`config.mk`:
```
export PLATFORM = sky130hd
export DESIGN_NAME = event_fetcher
export DESIGN_NICKNAME = d
export VERILOG_FILES = /design/src/rtl/event_fetcher.sv
export SDC_FILE = /design/constraint.sdc
export NUM_CORES = 1
export LEC_CHECK = 0
export ABC_AREA = 1
export BUFFER_PORTS_ARGS = -buffer_cell sky130_fd_sc_hd__buf_2
export CAP_MARGIN = 20
export CORE_MARGIN = 5
export CORE_UTILIZATION = 49
export DETAILED_ROUTE_END_ITERATION = 10
export PLACE_DENSITY = 0.75
export SYNTH_ARGS = -nofsm -noshare
export SYNTH_HDL_FRONTEND = slang
export SYNTH_SLANG_ARGS = --single-unit
```
`constraint.sdc`:
```
create_clock -name clk -period 6.5 [get_ports clk]
set_clock_uncertainty 0.2 [all_clocks]
set_input_delay 1.95 -clock clk [delete_from_list [all_inputs] [get_ports clk]]
set_output_delay 1.95 -clock clk [all_outputs]
set_load 0.05 [all_outputs]
```
`src/rtl/event_fetcher.sv`:
```
// ----------------------------------------------------------------------------
// event_fetcher
//
// Host-side counterpart of event_reader, in the f125_clk domain. It issues
// LO / HI / POP commands to read one 64-bit FIFO word as two 32-bit halves.
// It reassembles each word as {hi, lo} and streams one event of
// WORDS_PER_EVENT words downstream under a valid/ready handshake. It also
// counts completed events and aborts an event if the FIFO stays empty for
// TIMEOUT cycles.
//
// Handshake: word_o / word_idx_o are stable for as long as word_valid_o is
// high. A word is transferred on the rising edge where word_valid_o and
// word_ready_i are both high. word_valid_o never depends combinationally on
// word_ready_i.
//
// Ports:
//   clk            in   system clock (f125_clk)
//   areset         in   asynchronous active-high reset
//   start_i        in   request one event fetch (sampled in IDLE only)
//   fifo_empty_i   in   event FIFO empty flag
//   event_half_i   in   32-bit response half from event_reader
//   cmd_o          out  registered command to event_reader
//   word_o         out  reassembled word {hi, lo}
//   word_valid_o   out  word_o valid
//   word_ready_i   in   downstream accepts word_o
//   word_idx_o     out  index of word_o within the event
//   event_done_o   out  1-cycle pulse on acceptance of the last word
//   error_o        out  1-cycle pulse on timeout abort
//   busy_o         out  high in every state except IDLE
//   event_count_o  out  completed events (wraps)
//   dbg_state_o    out  current FSM state, for observation only
// ----------------------------------------------------------------------------
module event_fetcher #(
  parameter int          WORDS_PER_EVENT = 16,
  parameter int          RESP_LAT        = 2,
  parameter int          TIMEOUT         = 1023,
  parameter logic [7:0]  CMD_IDLE        = 8'h00,
  parameter logic [7:0]  CMD_LO          = 8'h01,
  parameter logic [7:0]  CMD_HI          = 8'h02,
  parameter logic [7:0]  CMD_POP         = 8'h03
) (
  input  logic        clk,
  input  logic        areset,
  input  logic        start_i,
  input  logic        fifo_empty_i,
  input  logic [31:0] event_half_i,
  output logic [7:0]  cmd_o,
  output logic [63:0] word_o,
  output logic        word_valid_o,
  input  logic        word_ready_i,
  output logic [3:0]  word_idx_o,
  output logic        event_done_o,
  output logic        error_o,
  output logic        busy_o,
  output logic [15:0] event_count_o,
  output logic [2:0]  dbg_state_o
);

  localparam logic [2:0] S_IDLE    = 3'd0;
  localparam logic [2:0] S_CHECK   = 3'd1;
  localparam logic [2:0] S_REQ_LO  = 3'd2;
  localparam logic [2:0] S_REQ_HI  = 3'd3;
  localparam logic [2:0] S_POP     = 3'd4;
  localparam logic [2:0] S_PRESENT = 3'd5;

  localparam int LAT_W = $clog2(RESP_LAT + 1);
  localparam int TO_W  = $clog2(TIMEOUT + 1);

  localparam logic [LAT_W-1:0] LAST_LAT = LAT_W'(RESP_LAT - 1);
  localparam logic [TO_W-1:0]  LAST_TO  = TO_W'(TIMEOUT - 1);
  localparam logic [3:0]       LAST_IDX = 4'(WORDS_PER_EVENT - 1);

  logic [2:0]       state_q, state_d;
  logic [LAT_W-1:0] lat_q, lat_d;
  logic [TO_W-1:0]  to_q, to_d;
  logic [3:0]       idx_q, idx_d;
  logic [31:0]      lo_q, lo_d;
  logic [31:0]      hi_q, hi_d;
  logic [63:0]      word_q, word_d;
  logic             valid_q, valid_d;
  logic [7:0]       cmd_q, cmd_d;
  logic             done_q, done_d;
  logic             err_q, err_d;
  logic             busy_q, busy_d;
  logic [15:0]      count_q, count_d;

  always_comb begin
    state_d = state_q;
    lat_d   = lat_q;
    to_d    = to_q;
    idx_d   = idx_q;
    lo_d    = lo_q;
    hi_d    = hi_q;
    word_d  = word_q;
    valid_d = valid_q;
    count_d = count_q;
    done_d  = 1'b0;
    err_d   = 1'b0;

    case (state_q)
      S_IDLE: begin
        if (start_i) begin
          state_d = S_CHECK;
          idx_d   = 4'd0;
          to_d    = '0;
        end
      end
      S_CHECK: begin
        if (!fifo_empty_i) begin
          state_d = S_REQ_LO;
          to_d    = '0;
          lat_d   = '0;
        end else if (to_q == LAST_TO) begin
          // The cycle holding LAST_TO is the TIMEOUT-th empty cycle, so the
          // error pulse lands exactly TIMEOUT cycles after the first one.
          state_d = S_IDLE;
          err_d   = 1'b1;
          to_d    = '0;
        end else begin
          to_d = to_q + 1'b1;
        end
      end
      S_REQ_LO: begin
        if (lat_q == LAST_LAT) begin
          lo_d    = event_half_i;
          lat_d   = '0;
          state_d = S_REQ_HI;
        end else begin
          lat_d = lat_q + 1'b1;
        end
      end
      S_REQ_HI: begin
        if (lat_q == LAST_LAT) begin
          hi_d    = event_half_i;
          lat_d   = '0;
          state_d = S_POP;
        end else begin
          lat_d = lat_q + 1'b1;
        end
      end
      S_POP: begin
        // The word is popped before it is offered, so backpressure can
        // never leave the FIFO head half-consumed.
        word_d  = {hi_q, lo_q};
        valid_d = 1'b1;
        state_d = S_PRESENT;
      end
      S_PRESENT: begin
        if (word_ready_i) begin
          valid_d = 1'b0;
          if (idx_q == LAST_IDX) begin
            done_d  = 1'b1;
            count_d = count_q + 1'b1;
            idx_d   = 4'd0;
            state_d = S_IDLE;
          end else begin
            idx_d   = idx_q + 1'b1;
            state_d = S_CHECK;
          end
        end
      end
      default: begin
        state_d = S_IDLE;
      end
    endcase

    // cmd_o and busy_o are registered from the next state, so they line up
    // with the state the FSM is in on the following cycle.
    case (state_d)
      S_REQ_LO: cmd_d = CMD_LO;
      S_REQ_HI: cmd_d = CMD_HI;
      S_POP:    cmd_d = CMD_POP;
      default:  cmd_d = CMD_IDLE;
    endcase
    busy_d = (state_d != S_IDLE);
  end

  always_ff @(posedge clk or posedge areset) begin
    if (areset) begin
      state_q <= S_IDLE;
      lat_q   <= '0;
      to_q    <= '0;
      idx_q   <= 4'd0;
      lo_q    <= 32'd0;
      hi_q    <= 32'd0;
      word_q  <= 64'd0;
      valid_q <= 1'b0;
      cmd_q   <= CMD_IDLE;
      done_q  <= 1'b0;
      err_q   <= 1'b0;
      busy_q  <= 1'b0;
      count_q <= 16'd0;
    end else begin
      state_q <= state_d;
      lat_q   <= lat_d;
      to_q    <= to_d;
      idx_q   <= idx_d;
      lo_q    <= lo_d;
      hi_q    <= hi_d;
      word_q  <= word_d;
      valid_q <= valid_d;
      cmd_q   <= cmd_d;
      done_q  <= done_d;
      err_q   <= err_d;
      busy_q  <= busy_d;
      count_q <= count_d;
    end
  end

  assign cmd_o         = cmd_q;
  assign word_o        = word_q;
  assign word_valid_o  = valid_q;
  assign word_idx_o    = idx_q;
  assign event_done_o  = done_q;
  assign error_o       = err_q;
  assign busy_o        = busy_q;
  assign event_count_o = count_q;
  assign dbg_state_o   = state_q;

endmodule
```
==> Word level (Yosys, flattened, before mapping) <==
Cells that the tools add are included.
{ "totals": {"word_cells": 73, "mem_count": 0, "mem_bits_ro": 0, "reg_bits": 175, "output_inout_bits": 99, "mem_bits_rw": 0, "latchBits": 0} }
{ "op_classes": {"bitwise_logic": 0, "add_sub_neg": 4, "eq_ne": 14, "n_mux": 28, "mul": 0, "div_mod_pow": 0, "order_cmp": 0, "shift": 0, "reduce_logical": 14} }
{ "ops": {"columns": ["cell", "count"], "rows": [
  ["$mux W10", 3],
  ["$pmux W10 S2", 1],
  ["$mux W3", 6],
  ["$pmux W3 S6", 1],
  ["$add A16 B1 Y16 const B", 1],
  ["$eq A3 B2 Y1 const B", 4],
  ["$mux W4", 3],
  ["$add A10 B1 Y10 const B", 1],
  ["$eq A10 B10 Y1 const B", 1],
  ["$reduce_and A2 Y1", 5],
  ["$eq A3 B3 Y1 const B", 3],
  ["$mux W1", 8],
  ["$pmux W4 S2", 1],
  ["$reduce_bool A2 Y1", 4],
  ["$ne A2 B2 Y1 const B", 3],
  ["$pmux W2 S3", 1],
  ["$reduce_and A3 Y1", 2],
  ["$add A4 B1 Y4 const B", 1],
  ["$eq A4 B4 Y1 const B", 1],
  ["$mux W2", 2],
  ["$pmux W2 S2", 1],
  ["$eq A3 B1 Y1 const B", 1],
  ["$logic_not A3 Y1", 1],
  ["$reduce_bool A3 Y1", 1],
  ["4 further kinds", 4]
]} }

==> Depth between registers and ports, before layout <==
{ "logic_depth": {"ltp_word": 6, "ltp_mapped": 11, "ltp_nobuf": 11} }

==> Worst setup path before layout <==
No wires, ideal clock.
{ "synth_timing": {"path_kind": "input -> register", "from": "input port word_ready_i", "to": "register count_q[12] (netlist: event_count_o[12])", "stages": 7, "setup_slack_ns": 3.530, "t_required_ns": 6.180, "arrival_time_ns": 2.651, "setup_ns": 0.120, "cell_sequence": "inv_1 -> nor2_1 -> nand2_4 -> nor3_4 -> nand3_1 -> nand2_1 -> nand2_1"} }
{ "synth_between": {"elab_chain_len": 1} }
{ "synth_lines": {"columns": ["item", "line", "source"], "rows": [
  ["start, declared", "50", "input logic word_ready_i,"],
  ["$reduce_and A3 Y1 (no line)", null, null],
  ["end signal, assigned", "206", "count_q <= count_d;"],
  ["end, declared", "85", "logic [15:0] count_q, count_d;"]
]} }
Every way passes these cells.
A chain may end at the register's enable or synchronous reset.

==> Worst setup path after layout <==
{ "layout_timing": {"from": "register state_q[2] (netlist: dbg_state_o[2])", "to": "output port dbg_state_o[2]"} }
{ "layout_rtl": {"columns": ["item", "line", "source"], "rows": [
  ["start, declared", "73", "logic [2:0] state_q, state_d;"],
  ["start signal, assigned", "194", "state_q <= state_d;"],
  ["end, declared", "56", "output logic [2:0] dbg_state_o"]
]} }
No word-level cell between the ends.

==> metrics.json <==
{
  "critPathMaxStageDelay": {"value": 0.50, "unit": "ns"},
  "ys.warnings.count": {"value": 0},
  "fp-row-count": {"value": 43},
  "post_synth_and_or_nand_nor_area_fraction": {"value": 22.8, "unit": "%"},
  "number_of_diodes": {"value": 0},
  "rr_startpoint": {"value": "dbg_state_o[0]$_DFF_PP0_"},
  "cellLeakagePower": {"value": 0.00459, "unit": "uW"},
  "synthDominantAreaCellType": {"value": "sky130_fd_sc_hd__dfrtp_1"},
  "yosys.cell_count.top_type": {"value": "sky130_fd_sc_hd__nand2_1"},
  "synth_top_area_share": {"value": 61.6, "unit": "%"},
  "critPathArrivalTime": {"value": 1.24, "unit": "ns"},
  "max_clock_freq": {"value": 295, "unit": "MHz"},
  "stdcell_count": {"value": 1083},
  "clock_h_tree_levels": {"value": 4},
  "setup_total_negative_slack": {"value": 0, "unit": "ns"},
  "core_area": {"value": 13800, "unit": "um^2"},
  "synth.area.mux_share": {"value": 0, "unit": "%"},
  "global_route_wire_length_before_repair": {"value": 25.2, "unit": "mm"},
  "dominantRegCellSynth": {"value": "sky130_fd_sc_hd__dfrtp_1"},
  "crit_path_max_fanout": {"value": 6},
  "cells_traversed_along_the_worst_timing_path": {"value": "buf_2"},
  "yosys.area_share.adder": {"value": 0.729, "unit": "%"},
  "cts_made_buffers": {"value": 17},
  "dpl_worst_slack": {"value": 2.94, "unit": "ns"},
  "place.detailed.instances": {"value": 1052},
  "power_per_unit_of_standard_cell_area": {"value": 525, "unit": "nW/um^2"},
  "grt_usage": {"value": 19.2, "unit": "%"},
  "gp_congestion": {"value": 0.793},
  "compound_cell_area_share_of_the_yosys_netlist": {"value": 6.93, "unit": "%"},
  "port_buffers": {"value": 129},
  "crit-reg2reg-capture": {"value": "word_o[48]$_DFFE_PP0N_"},
  "detailedRoute.firstIterationViolations": {"value": 305},
  "design.final.nets": {"value": 932},
  "vias_per_cell": {"value": 4.92},
  "initial_utilization": {"value": 49.6, "unit": "%"},
  "postSynthCellCount": {"value": 768},
  "ys_seq_area_share": {"value": 61.6, "unit": "%"},
  "clk_pin_slew_worst_paths": {"value": 0.06, "unit": "ns"},
  "avgSynthCellArea": {"value": 8.94, "unit": "um^2"},
  "post-cts-setup-buffers": {"value": 0},
  "synth_top_cells_by_count": {"value": "316 x sky130_fd_sc_hd__nand2_1, 169 x sky130_fd_sc_hd__dfrtp_1, 72 x sky130_fd_sc_hd__o21ai_0"},
  "die-area": {"value": 16500, "unit": "um^2"},
  "cpMaxStageDelayCell": {"value": "sky130_fd_sc_hd__dfrtp_1"},
  "timing.critical_path.required": {"value": 4.35, "unit": "ns"},
  "syn2layout_area_growth": {"value": 20.8, "unit": "%"},
  "hold_viol": {"value": 0},
  "synth.cell_area": {"value": 6860, "unit": "um^2"},
  "async_flop_share": {"value": 100, "unit": "%"},
  "critPathLaunchType": {"value": "flop"},
  "clock-root-buffer": {"value": "sky130_fd_sc_hd__clkbuf_16"},
  "cp-endpoint": {"value": "dbg_state_o[2]"},
  "min_period": {"value": 3.39, "unit": "ns"},
  "worstSkewPairLatency": {"value": 0.42, "unit": "ns"},
  "post_synth_xor_area_fraction": {"value": 1.40, "unit": "%"},
  "cts_repair_resize_count": {"value": 0},
  "grt_antenna_before_repair": {"value": 1},
  "ys_ff_latch": {"value": 169},
  "rsz0062_at_grt": {"value": "no"},
  "tritoncts": {"value": "done"},
  "drt-pass1-iter-count": {"value": 5},
  "cp_num_buf_inv": {"value": 1},
  "outcome": {"value": "finished clean"},
  "fp.dieW": {"value": 128, "unit": "um"},
  "synth_edf_count": {"value": 0},
  "critical-path-top-delay-family": {"value": "flip-flops"},
  "routed_wire_length_per_instance": {"value": 13.9, "unit": "um"},
  "first_global_vias": {"value": 5240},
  "critPathKind": {"value": "reg -> out"},
  "detailroute.via_count": {"value": 5324},
  "worstSetupStartpoint": {"value": "dbg_state_o[2]$_DFF_PP0_"},
  "critPathCaptureType": {"value": "output port"},
  "synth_area_leaders": {"value": "sky130_fd_sc_hd__dfrtp_1 62%, sky130_fd_sc_hd__nand2_1 17%, sky130_fd_sc_hd__o21ai_0 5.2%"},
  "num_io_pins": {"value": 136},
  "dieHeight": {"value": 128, "unit": "um"},
  "cts_hold_buf": {"value": 0},
  "grt_start_max_net_pins": {"value": 127},
  "reg2regPathDepth": {"value": 7},
  "gr-total-overflow": {"value": 0},
  "largest_family_of_logic_cells_by_synthesized_area": {"value": "simple AND/OR/NAND/NOR gates"},
  "cp_num_cells": {"value": 1},
  "yosysUniqueCellTypes": {"value": 32},
  "timing.slew.headroom": {"value": 37.2, "unit": "%"},
  "maxCapViolations": {"value": 0},
  "timing.hold.worst.class": {"value": "reg -> reg"},
  "cts.sink_count": {"value": 169},
  "final_critical_path_setup_slack": {"value": 3.11, "unit": "ns"},
  "timing_worst_slew_pin_value": {"value": 0.941, "unit": "ns"},
  "number_of_max_slew_violations_in_the_final_report": {"value": 0},
  "route.antenna.remaining_nets": {"value": 0},
  "dpl.hpwl": {"value": 9.62, "unit": "mm"},
  "finalSetupViolations": {"value": 0},
  "drive_above_1_share": {"value": 20.2, "unit": "%"},
  "remaining_drc_errors": {"value": 0},
  "timing.reg2reg.setup_slack": {"value": 4.24, "unit": "ns"},
  "ctsLongestPathBuffers": {"value": 2},
  "worst_ir_drop_on_vdd": {"value": 0.353, "unit": "mV"},
  "final.period_utilization": {"value": 52.2, "unit": "%"},
  "finalWirelength": {"value": 15.1, "unit": "mm"}
}
## area by class of cell
| cell class | count | area [um^2] |
|---|---|---|
| fill | 1211 | 5540 |
| sequential | 169 | 4230 |
| multi-input combinational | 500 | 2220 |
| timing repair buffer | 134 | 696 |
| clock buffer | 22 | 494 |
| inverter | 69 | 267 |
| tap | 180 | 225 |
| clock inverter | 9 | 160 |
## sequential cells by signal, indices dropped and copies added (netlist names)
name,count
lo_q,32
hi_q,32
dbg_state_o,3
event_count_o,16
busy_o,1
to_q,10
word_valid_o,1
error_o,1
word_o,64
word_idx_o,4
cmd_o,2
event_done_o,1
lat_q,2
## per-layer routing
layer / share of wire, % / wire [um] / vias to the layer above / track usage, %
met4: 1.7 / 254 / 2 / 7.55
met3: 5.9 / 885 / 23 / 4.32
met5: 0.073 / 11 / - / 0
met1: 46 / 6910 / 2524 / 26.1
li1: - / - / 2633 / -
met2: 47 / 7030 / 142 / 30.1
## worst min path at each step
stage,slack (ns),end,startpoint,cells after the start
CTS,0.27,word_o[32]$_DFFE_PP0N_,hi_q[0]$_DFFE_PP0P_,2
global placement,0.25,word_o[23]$_DFFE_PP0N_,lo_q[23]$_DFFE_PP0P_,2
detailed placement,0.25,word_o[11]$_DFFE_PP0N_,lo_q[11]$_DFFE_PP0P_,2
finish,0.27,word_o[28]$_DFFE_PP0N_,lo_q[28]$_DFFE_PP0P_,2
floorplan,0.23,to_q[8]$_DFFE_PP0P_,to_q[8]$_DFFE_PP0P_,1
global route,0.29,word_o[59]$_DFFE_PP0N_,hi_q[27]$_DFFE_PP0P_,2
## cells by family (layout without fill, tap and decap cells)
| kind of cell | after synthesis | after routing |
|---|---|---|
| other cells | 1 | 6 |
| simple gates | 386 | 386 |
| compound gates | 93 | 93 |
| flops | 169 | 169 |
| xor+xnor | 11 | 11 |
| fa+ha+maj | 4 | 4 |
| buf+inv | 104 | 234 |
## layout by cell type, fill, tap and decap left out, types with 6 or more instances in the layout
| cell | Yosys | final |
|---|---|---|
| sky130_fd_sc_hd__o21ai_0 | 72 | 72 |
| sky130_fd_sc_hd__buf_2 | 17 | 129 |
| sky130_fd_sc_hd__nor2_1 | 19 | 19 |
| sky130_fd_sc_hd__nor3_1 | 8 | 8 |
| sky130_fd_sc_hd__a21oi_1 | 13 | 13 |
| sky130_fd_sc_hd__inv_1 | 64 | 63 |
| sky130_fd_sc_hd__clkbuf_16 | 0 | 17 |
| sky130_fd_sc_hd__dfrtp_1 | 169 | 169 |
| sky130_fd_sc_hd__conb_1 | 1 | 6 |
| sky130_fd_sc_hd__nand2_1 | 316 | 314 |
| sky130_fd_sc_hd__nand4_1 | 7 | 7 |
| sky130_fd_sc_hd__nand3_1 | 24 | 23 |
| sky130_fd_sc_hd__xor2_1 | 6 | 6 |
## stage by stage
step / area (um^2) / hold slack, ns / utilization [%] / power [uW]
after global placement: 7640 / 0.248 / 55.2 / 3230
after global routing: 8290 / 0.286 / 60.0 / 4610
after CTS: 8290 / 0.269 / 60.0 / 4390
final: 8290 / 0.266 / 60.0 / 4350
after floorplan: 6890 / 0.233 / - / 2870
after detailed placement: 7640 / 0.251 / 55.2 / 3270
## power by group
group	switching, uW	internal (uW)
Sequential	228	1450
Combinational	1210	368
Clock	405	696
(Power assumes the default switching activity.)
